### src/rtl/video_timing_if.sv
// Pixel-source and video-output signal bundle for video_timing_gen.
// The master side is the timing generator; the slave side is the source/sink.
interface video_timing_if #(
  parameter int DATA_WIDTH = 24
);
  logic                  i_en;
  logic                  o_data_req;
  logic [DATA_WIDTH-1:0] i_data;
  logic                  o_hs;
  logic                  o_vs;
  logic                  o_de;
  logic [DATA_WIDTH-1:0] o_data;
  logic                  o_sof;
  logic [12:0]           o_x;
  logic [12:0]           o_y;
  logic                  o_busy;

  modport master (
    input  i_en, i_data,
    output o_data_req, o_hs, o_vs, o_de, o_data, o_sof, o_x, o_y, o_busy
  );

  modport slave (
    output i_en, i_data,
    input  o_data_req, o_hs, o_vs, o_de, o_data, o_sof, o_x, o_y, o_busy
  );
endinterface

### src/rtl/video_timing_gen.sv
// Programmable raster timing generator: counts h/v, requests one pixel per active
// cycle from a 1-cycle-latency source and emits aligned hs/vs/de/data/x/y.
module video_timing_gen #(
  parameter int DATA_WIDTH = 24,
  parameter int H_ACTIVE   = 1920,
  parameter int H_FP       = 88,
  parameter int H_SYNC     = 44,
  parameter int H_BP       = 148,
  parameter int V_ACTIVE   = 1080,
  parameter int V_FP       = 4,
  parameter int V_SYNC     = 5,
  parameter int V_BP       = 36,
  parameter int HS_POL     = 1,
  parameter int VS_POL     = 1
) (
  input  logic           clk,
  input  logic           rst_n,
  video_timing_if.master bus
);

  localparam int H_TOTAL = H_ACTIVE + H_FP + H_SYNC + H_BP;
  localparam int V_TOTAL = V_ACTIVE + V_FP + V_SYNC + V_BP;

  localparam logic [12:0] H_ACT    = 13'(H_ACTIVE);
  localparam logic [12:0] H_SYNC_S = 13'(H_ACTIVE + H_FP);
  localparam logic [12:0] H_SYNC_E = 13'(H_ACTIVE + H_FP + H_SYNC);
  localparam logic [12:0] H_LAST   = 13'(H_TOTAL - 1);
  localparam logic [12:0] V_ACT    = 13'(V_ACTIVE);
  localparam logic [12:0] V_SYNC_S = 13'(V_ACTIVE + V_FP);
  localparam logic [12:0] V_SYNC_E = 13'(V_ACTIVE + V_FP + V_SYNC);
  localparam logic [12:0] V_LAST   = 13'(V_TOTAL - 1);
  localparam logic        HS_ON    = (HS_POL != 0);
  localparam logic        VS_ON    = (VS_POL != 0);

  typedef enum logic [1:0] {IDLE, RUN, STOP} state_t;

  state_t state, state_nxt;

  function automatic logic sync_level(input logic act, input logic on_lvl);
    return act ? on_lvl : ~on_lvl;
  endfunction

  // ---- stage 0: FSM and raster counters ----
  logic [12:0] h_cnt_p0, v_cnt_p0;
  logic        running_p0, frame_end_p0;

  assign running_p0   = (state != IDLE);
  assign frame_end_p0 = (h_cnt_p0 == H_LAST) && (v_cnt_p0 == V_LAST);

  always_ff @(posedge clk or negedge rst_n) begin
    if (!rst_n) state <= IDLE;
    else        state <= state_nxt;
  end

  // Stopping only takes effect at frame end, so a frame is never cut short.
  always_comb begin
    state_nxt = state;
    case (state)
      IDLE: if (bus.i_en) state_nxt = RUN;
      RUN:  if (!bus.i_en) state_nxt = frame_end_p0 ? IDLE : STOP;
      STOP: begin
        if (bus.i_en)        state_nxt = RUN;
        else if (frame_end_p0) state_nxt = IDLE;
      end
      default: state_nxt = IDLE;
    endcase
  end

  always_ff @(posedge clk or negedge rst_n) begin
    if (!rst_n) begin
      h_cnt_p0 <= '0;
      v_cnt_p0 <= '0;
    end else if (!running_p0) begin
      h_cnt_p0 <= '0;
      v_cnt_p0 <= '0;
    end else if (h_cnt_p0 == H_LAST) begin
      h_cnt_p0 <= '0;
      v_cnt_p0 <= (v_cnt_p0 == V_LAST) ? 13'd0 : v_cnt_p0 + 13'd1;
    end else begin
      h_cnt_p0 <= h_cnt_p0 + 13'd1;
    end
  end

  logic h_act_p0, v_act_p0, de_raw_p0, hs_raw_p0, vs_raw_p0, sof_raw_p0;

  assign h_act_p0   = (h_cnt_p0 < H_ACT);
  assign v_act_p0   = (v_cnt_p0 < V_ACT);
  assign de_raw_p0  = running_p0 && h_act_p0 && v_act_p0;
  assign hs_raw_p0  = running_p0 && (h_cnt_p0 >= H_SYNC_S) && (h_cnt_p0 < H_SYNC_E);
  assign vs_raw_p0  = running_p0 && (v_cnt_p0 >= V_SYNC_S) && (v_cnt_p0 < V_SYNC_E);
  assign sof_raw_p0 = running_p0 && (h_cnt_p0 == 13'd0) && (v_cnt_p0 == 13'd0);

  // ---- stage 1: pixel request and timing flags ----
  logic        vld_p1, hs_p1, vs_p1, sof_p1;
  logic [12:0] x_p1, y_p1;

  always_ff @(posedge clk or negedge rst_n) begin
    if (!rst_n) begin
      vld_p1 <= 1'b0;
      hs_p1  <= 1'b0;
      vs_p1  <= 1'b0;
      sof_p1 <= 1'b0;
      x_p1   <= '0;
      y_p1   <= '0;
    end else begin
      vld_p1 <= de_raw_p0;
      hs_p1  <= hs_raw_p0;
      vs_p1  <= vs_raw_p0;
      sof_p1 <= sof_raw_p0;
      x_p1   <= de_raw_p0 ? h_cnt_p0 : 13'd0;
      y_p1   <= (running_p0 && v_act_p0) ? v_cnt_p0 : 13'd0;
    end
  end

  assign bus.o_data_req = vld_p1;
  assign bus.o_busy     = running_p0;

  // ---- stage 2: wait for the source's one-cycle data latency ----
  logic        vld_p2, hs_p2, vs_p2, sof_p2;
  logic [12:0] x_p2, y_p2;

  always_ff @(posedge clk or negedge rst_n) begin
    if (!rst_n) begin
      vld_p2 <= 1'b0;
      hs_p2  <= 1'b0;
      vs_p2  <= 1'b0;
      sof_p2 <= 1'b0;
      x_p2   <= '0;
      y_p2   <= '0;
    end else begin
      vld_p2 <= vld_p1;
      hs_p2  <= hs_p1;
      vs_p2  <= vs_p1;
      sof_p2 <= sof_p1;
      x_p2   <= x_p1;
      y_p2   <= y_p1;
    end
  end

  // ---- output stage: everything registered together with the pixel ----
  always_ff @(posedge clk or negedge rst_n) begin
    if (!rst_n) begin
      bus.o_de   <= 1'b0;
      bus.o_data <= '0;
      bus.o_hs   <= ~HS_ON;
      bus.o_vs   <= ~VS_ON;
      bus.o_sof  <= 1'b0;
      bus.o_x    <= '0;
      bus.o_y    <= '0;
    end else begin
      bus.o_de   <= vld_p2;
      bus.o_data <= vld_p2 ? bus.i_data : '0;
      bus.o_hs   <= sync_level(hs_p2, HS_ON);
      bus.o_vs   <= sync_level(vs_p2, VS_ON);
      bus.o_sof  <= sof_p2;
      bus.o_x    <= x_p2;
      bus.o_y    <= y_p2;
    end
  end

endmodule

### src/flat_wrapper.sv
// flat-port wrapper written by rule: the top's interface ports become plain ports
module video_timing_gen_flat 
#(
  parameter int DATA_WIDTH = 24,
  parameter int H_ACTIVE   = 1920,
  parameter int H_FP       = 88,
  parameter int H_SYNC     = 44,
  parameter int H_BP       = 148,
  parameter int V_ACTIVE   = 1080,
  parameter int V_FP       = 4,
  parameter int V_SYNC     = 5,
  parameter int V_BP       = 36,
  parameter int HS_POL     = 1,
  parameter int VS_POL     = 1
)
  (clk, rst_n, bus_i_en, bus_i_data, bus_o_data_req, bus_o_hs, bus_o_vs, bus_o_de, bus_o_data, bus_o_sof, bus_o_x, bus_o_y, bus_o_busy);
  video_timing_if #(.DATA_WIDTH(DATA_WIDTH)) bus_i ();
  input  logic clk;
  input  logic rst_n;
  input wire logic [$bits(bus_i.i_en)-1:0] bus_i_en;
  input wire logic [$bits(bus_i.i_data)-1:0] bus_i_data;
  output wire logic [$bits(bus_i.o_data_req)-1:0] bus_o_data_req;
  output wire logic [$bits(bus_i.o_hs)-1:0] bus_o_hs;
  output wire logic [$bits(bus_i.o_vs)-1:0] bus_o_vs;
  output wire logic [$bits(bus_i.o_de)-1:0] bus_o_de;
  output wire logic [$bits(bus_i.o_data)-1:0] bus_o_data;
  output wire logic [$bits(bus_i.o_sof)-1:0] bus_o_sof;
  output wire logic [$bits(bus_i.o_x)-1:0] bus_o_x;
  output wire logic [$bits(bus_i.o_y)-1:0] bus_o_y;
  output wire logic [$bits(bus_i.o_busy)-1:0] bus_o_busy;
  assign bus_i.i_en = bus_i_en;
  assign bus_i.i_data = bus_i_data;
  assign bus_o_data_req = bus_i.o_data_req;
  assign bus_o_hs = bus_i.o_hs;
  assign bus_o_vs = bus_i.o_vs;
  assign bus_o_de = bus_i.o_de;
  assign bus_o_data = bus_i.o_data;
  assign bus_o_sof = bus_i.o_sof;
  assign bus_o_x = bus_i.o_x;
  assign bus_o_y = bus_i.o_y;
  assign bus_o_busy = bus_i.o_busy;
  video_timing_gen #(.DATA_WIDTH(DATA_WIDTH), .H_ACTIVE(H_ACTIVE), .H_FP(H_FP), .H_SYNC(H_SYNC), .H_BP(H_BP), .V_ACTIVE(V_ACTIVE), .V_FP(V_FP), .V_SYNC(V_SYNC), .V_BP(V_BP), .HS_POL(HS_POL), .VS_POL(VS_POL)) u_core (.clk(clk), .rst_n(rst_n), .bus(bus_i));
endmodule
### config.mk
export PLATFORM = sky130hd
export DESIGN_NAME = video_timing_gen_flat
export DESIGN_NICKNAME = d
export VERILOG_FILES = /design/src/rtl/video_timing_if.sv /design/src/rtl/video_timing_gen.sv /design/src/flat_wrapper.sv
export SDC_FILE = /design/constraint.sdc
export NUM_CORES = 1
export LEC_CHECK = 0
export BUFFER_PORTS_ARGS = -buffer_cell sky130_fd_sc_hd__buf_2
export CORE_AREA = 2 2 128 93
export DETAILED_ROUTE_END_ITERATION = 6
export DIE_AREA = 0 0 130 95
export HOLD_SLACK_MARGIN = 0.06
export PLACE_DENSITY = 0.65
export SYNTH_ARGS = -nofsm -noshare
export SYNTH_HDL_FRONTEND = slang
export SYNTH_SLANG_ARGS = --single-unit
### constraint.sdc
create_clock -name clk -period 3.4 [get_ports clk]
set_input_delay 0.17 -clock clk [delete_from_list [all_inputs] [get_ports clk]]
set_output_delay 0.17 -clock clk [all_outputs]
set_load 0.005 [all_outputs]
==> impl_metrics.json <==
{
  "worstSkewPairLatency_ps": 410,
  "cts_max_level": 4,
  "switchingPower_uw": 863,
  "cts_tree": "built",
  "fin_util": 0.561,
  "status": "completed",
  "fin_worst_skew_ps": 10.8,
  "p_seq_frac": 0.475,
  "grt_max_degree": 109,
  "gp_congestion": 0.838,
  "yosysUniqueCellTypes": 46,
  "wl_met2_mm": 3.96,
  "powerDensity_mw_per_mm2": 612,
  "holdPathStages": 0,
  "cts_sinks": 142,
  "vdd_drop_max_mv": 0.376,
  "io_pins": 83,
  "hold_path_class": "flop to flop",
  "final_nets": 520,
  "pre_cts_ws_ps": 1200,
  "p_leak_nw": 3.04,
  "hold_slack_ps": 340,
  "syn_inst": 369,
  "setup-violations-final": 0,
  "synthToLayoutAreaGrowth_pct": 29.4,
  "post-route-period-util": 0.653,
  "grt_pass1_wl_mm": 14.9,
  "synth_edf_count": 0,
  "synth_area_leaders": "dfrtp_1 (73%), and2_1 (5.1%), nand3_1 (1.7%)",
  "synth_ff_type": "dfrtp_1",
  "rsz0062_at_grt": "false",
  "p_clk_frac": 0.460,
  "place_inst": 601,
  "antenna_found_initial": 0,
  "synth_top_area_share": 0.726,
  "n_antenna_cell": 0,
  "drc": 0,
  "numPortBuffers": 82,
  "cp.required_ps": 3690,
  "wl_per_cell_um": 13.6,
  "reg2reg_to": "u_core.v_cnt_p0[4]",
  "criticalPathCategory": "flop to flop",
  "wl_met1_mm": 4.19,
  "ant_nets": 0,
  "synth_async_sr_flop_share": 1.00,
  "track_usage": 0.160,
  "die_w_um": 130,
  "die_h_um": 95,
  "stdcell_count": 659,
  "cts_buffers": 17,
  "synth.ff_latch_count": 142,
  "die_area_sq_mm": 0.0124,
  "r2r_slack_ps": 1180,
  "timing.critical_path.from_type": "flop",
  "critical_path_arrival_ps": 2510,
  "coreArea_sq_mm": 0.0113,
  "synth_top_area_cell": "dfrtp_1",
  "cts_setup_buffers": 0,
  "maxCapViolCount": 0,
  "finalMaxSlewViolations": 0,
  "fin_crit_ps": 2220,
  "clk_pin_slew_worst_paths_ps": 60,
  "dpl.hpwl_mm": 5.85,
  "cts_buffer_depth": 2,
  "highest_layer": "met4",
  "netlist_area_sq_mm": 0.00489,
  "vias_per_cell": 4.75,
  "r2r-start": "u_core.h_cnt_p0[3]",
  "core.rowCount": 33,
  "cts-root-buf": "clkbuf_16",
  "fmax_ghz": 0.450,
  "ff2ff_path_depth": 4,
  "finalSetupTns_ps": 0,
  "switching_share": 0.223,
  "synth_common_cells": "dfrtp_1 (142), and2_1 (40), nand2_1 (22)",
  "routed_wl_mm": 8.95,
  "grt.overflow.total": 0,
  "fill_cells": 897,
  "cp_max_fo": 15,
  "worstHoldStart": "u_core.y_p2[0]",
  "finalHoldViolCount": 0,
  "seq_area_frac_synth": 0.726,
  "regArea_sq_mm": 0.00355,
  "multi_input_area_sq_mm": 0.00124,
  "start_util": 0.434,
  "fin_ws_ps": 1180,
  "cts_resized": 0,
  "max_slew.worst_pin.slew_ps": 920,
  "maxSlewHeadroom": 0.387,
  "drive_gt1_frac": 0.243,
  "avgSynthCellArea_sq_um": 13.3,
  "yosys.cell_count.top_type": "dfrtp_1",
  "drt-initial-drc-count": 230,
  "combPwrFrac": 0.066,
  "cts_hold_buf": 26,
  "firstDrtPassIters": 4,
  "wl_met3_um": 649,
  "yosysWarnings": 0,
  "min_to": "u_core.bus.o_y[0]",
  "num_vias": 3132,
  "internal_power_mw": 3.01,
  "grt_pass1_vias": 3122,
  "endpoint_kind": "flop"
}
state kept, by name, indices dropped and copies added, names as in the netlist, 2 cells and up:
name               count
u_core.x_p2           13
u_core.bus.o_data     24
u_core.x_p1           13
u_core.bus.o_y        13
u_core.y_p1           13
u_core.y_p2           13
u_core.bus.o_x        13
u_core.state           2
u_core.v_cnt_p0       13
u_core.h_cnt_p0       13
per-layer routing:
metal | up-vias | global-route usage
met3 | 16 | 0.0555
met1 | 1509 | 0.210
met2 | 113 | 0.241
met4 | 0 | 0.0762
li1 | 1494 | -
met5 | - | 0
power by group through the flow:
stage          Clock (mW)  Sequential (mW)  Combinational, mW
3_5_place_dp            0             1.87              0.231
5_1_grt              1.90             1.85              0.289
6_report             1.78             1.84              0.254
4_1_cts              1.82             1.84              0.256
3_3_place_gp            0             1.87              0.230
2_1_floorplan           0             1.85              0.122
layout make-up:
cell class,instances,area share
inverter,11,0.00652
multi-input combinational,204,0.196
timing repair buffer,113,0.113
sequential,142,0.561
clock inverter,11,0.0212
tap,157,0.0310
clock buffer,21,0.0712
placed cells by master (no fill, tap or decap), types with 3 or more instances in the layout:
cell type,n
dfrtp_1,142
buf_2,81
and2_1,40
dlygate4sd3_1,26
nand2_1,22
nor2_1,18
nand3_1,17
clkbuf_16,17
nor3_1,16
inv_1,11
nor4_1,11
xnor2_1,9
nand4_1,6
o21ai_1,6
a21oi_1,5
buf_4,5
or3_1,4
o211ai_1,4
ha_1,4
clkinvlp_4,4
conb_1,4
nand2b_1,3
nor3b_1,3
clkbuf_1,3
clkinv_4,3
worst max path at each step:
stage                  startpoint                  to  slack, ps  cells after the start
2_1_floorplan  u_core.h_cnt_p0[3]  u_core.h_cnt_p0[1]       1490                      4
4_1_cts        u_core.h_cnt_p0[3]  u_core.v_cnt_p0[8]       1180                      5
5_1_grt        u_core.h_cnt_p0[3]  u_core.v_cnt_p0[4]       1070                      4
3_3_place_gp   u_core.h_cnt_p0[3]  u_core.v_cnt_p0[4]       1230                      4
6_report       u_core.h_cnt_p0[3]  u_core.v_cnt_p0[4]       1180                      4
3_5_place_dp   u_core.h_cnt_p0[3]  u_core.v_cnt_p0[4]       1200                      4
stage by stage:
stage | total power, mW | cell area, sq um
after floorplan | 1.97 | 4900
after global placement | 2.10 | 5480
after detailed placement | 2.10 | 5480
after CTS | 3.92 | 6330
after global routing | 4.04 | 6330
final | 3.87 | 6330
worst max-delay path: stages (launching register included):
cell,delay [ps]
dfrtp_1,450
or4_4,610
o41a_1,660
a22oi_1,270
o31ai_1,100
cell families (layout without fill, tap and decap cells):
family	count (synthesis)	in the layout	synth area share
xor+xnor	11	11	0.0197
simple gates	153	153	0.176
other cells	1	4	0.000767
buf+inv	26	156	0.0228
flops	142	142	0.726
compound gates	32	32	0.0442
fa+ha+maj	4	4	0.0102
Power figures use the tool's default switching activity.
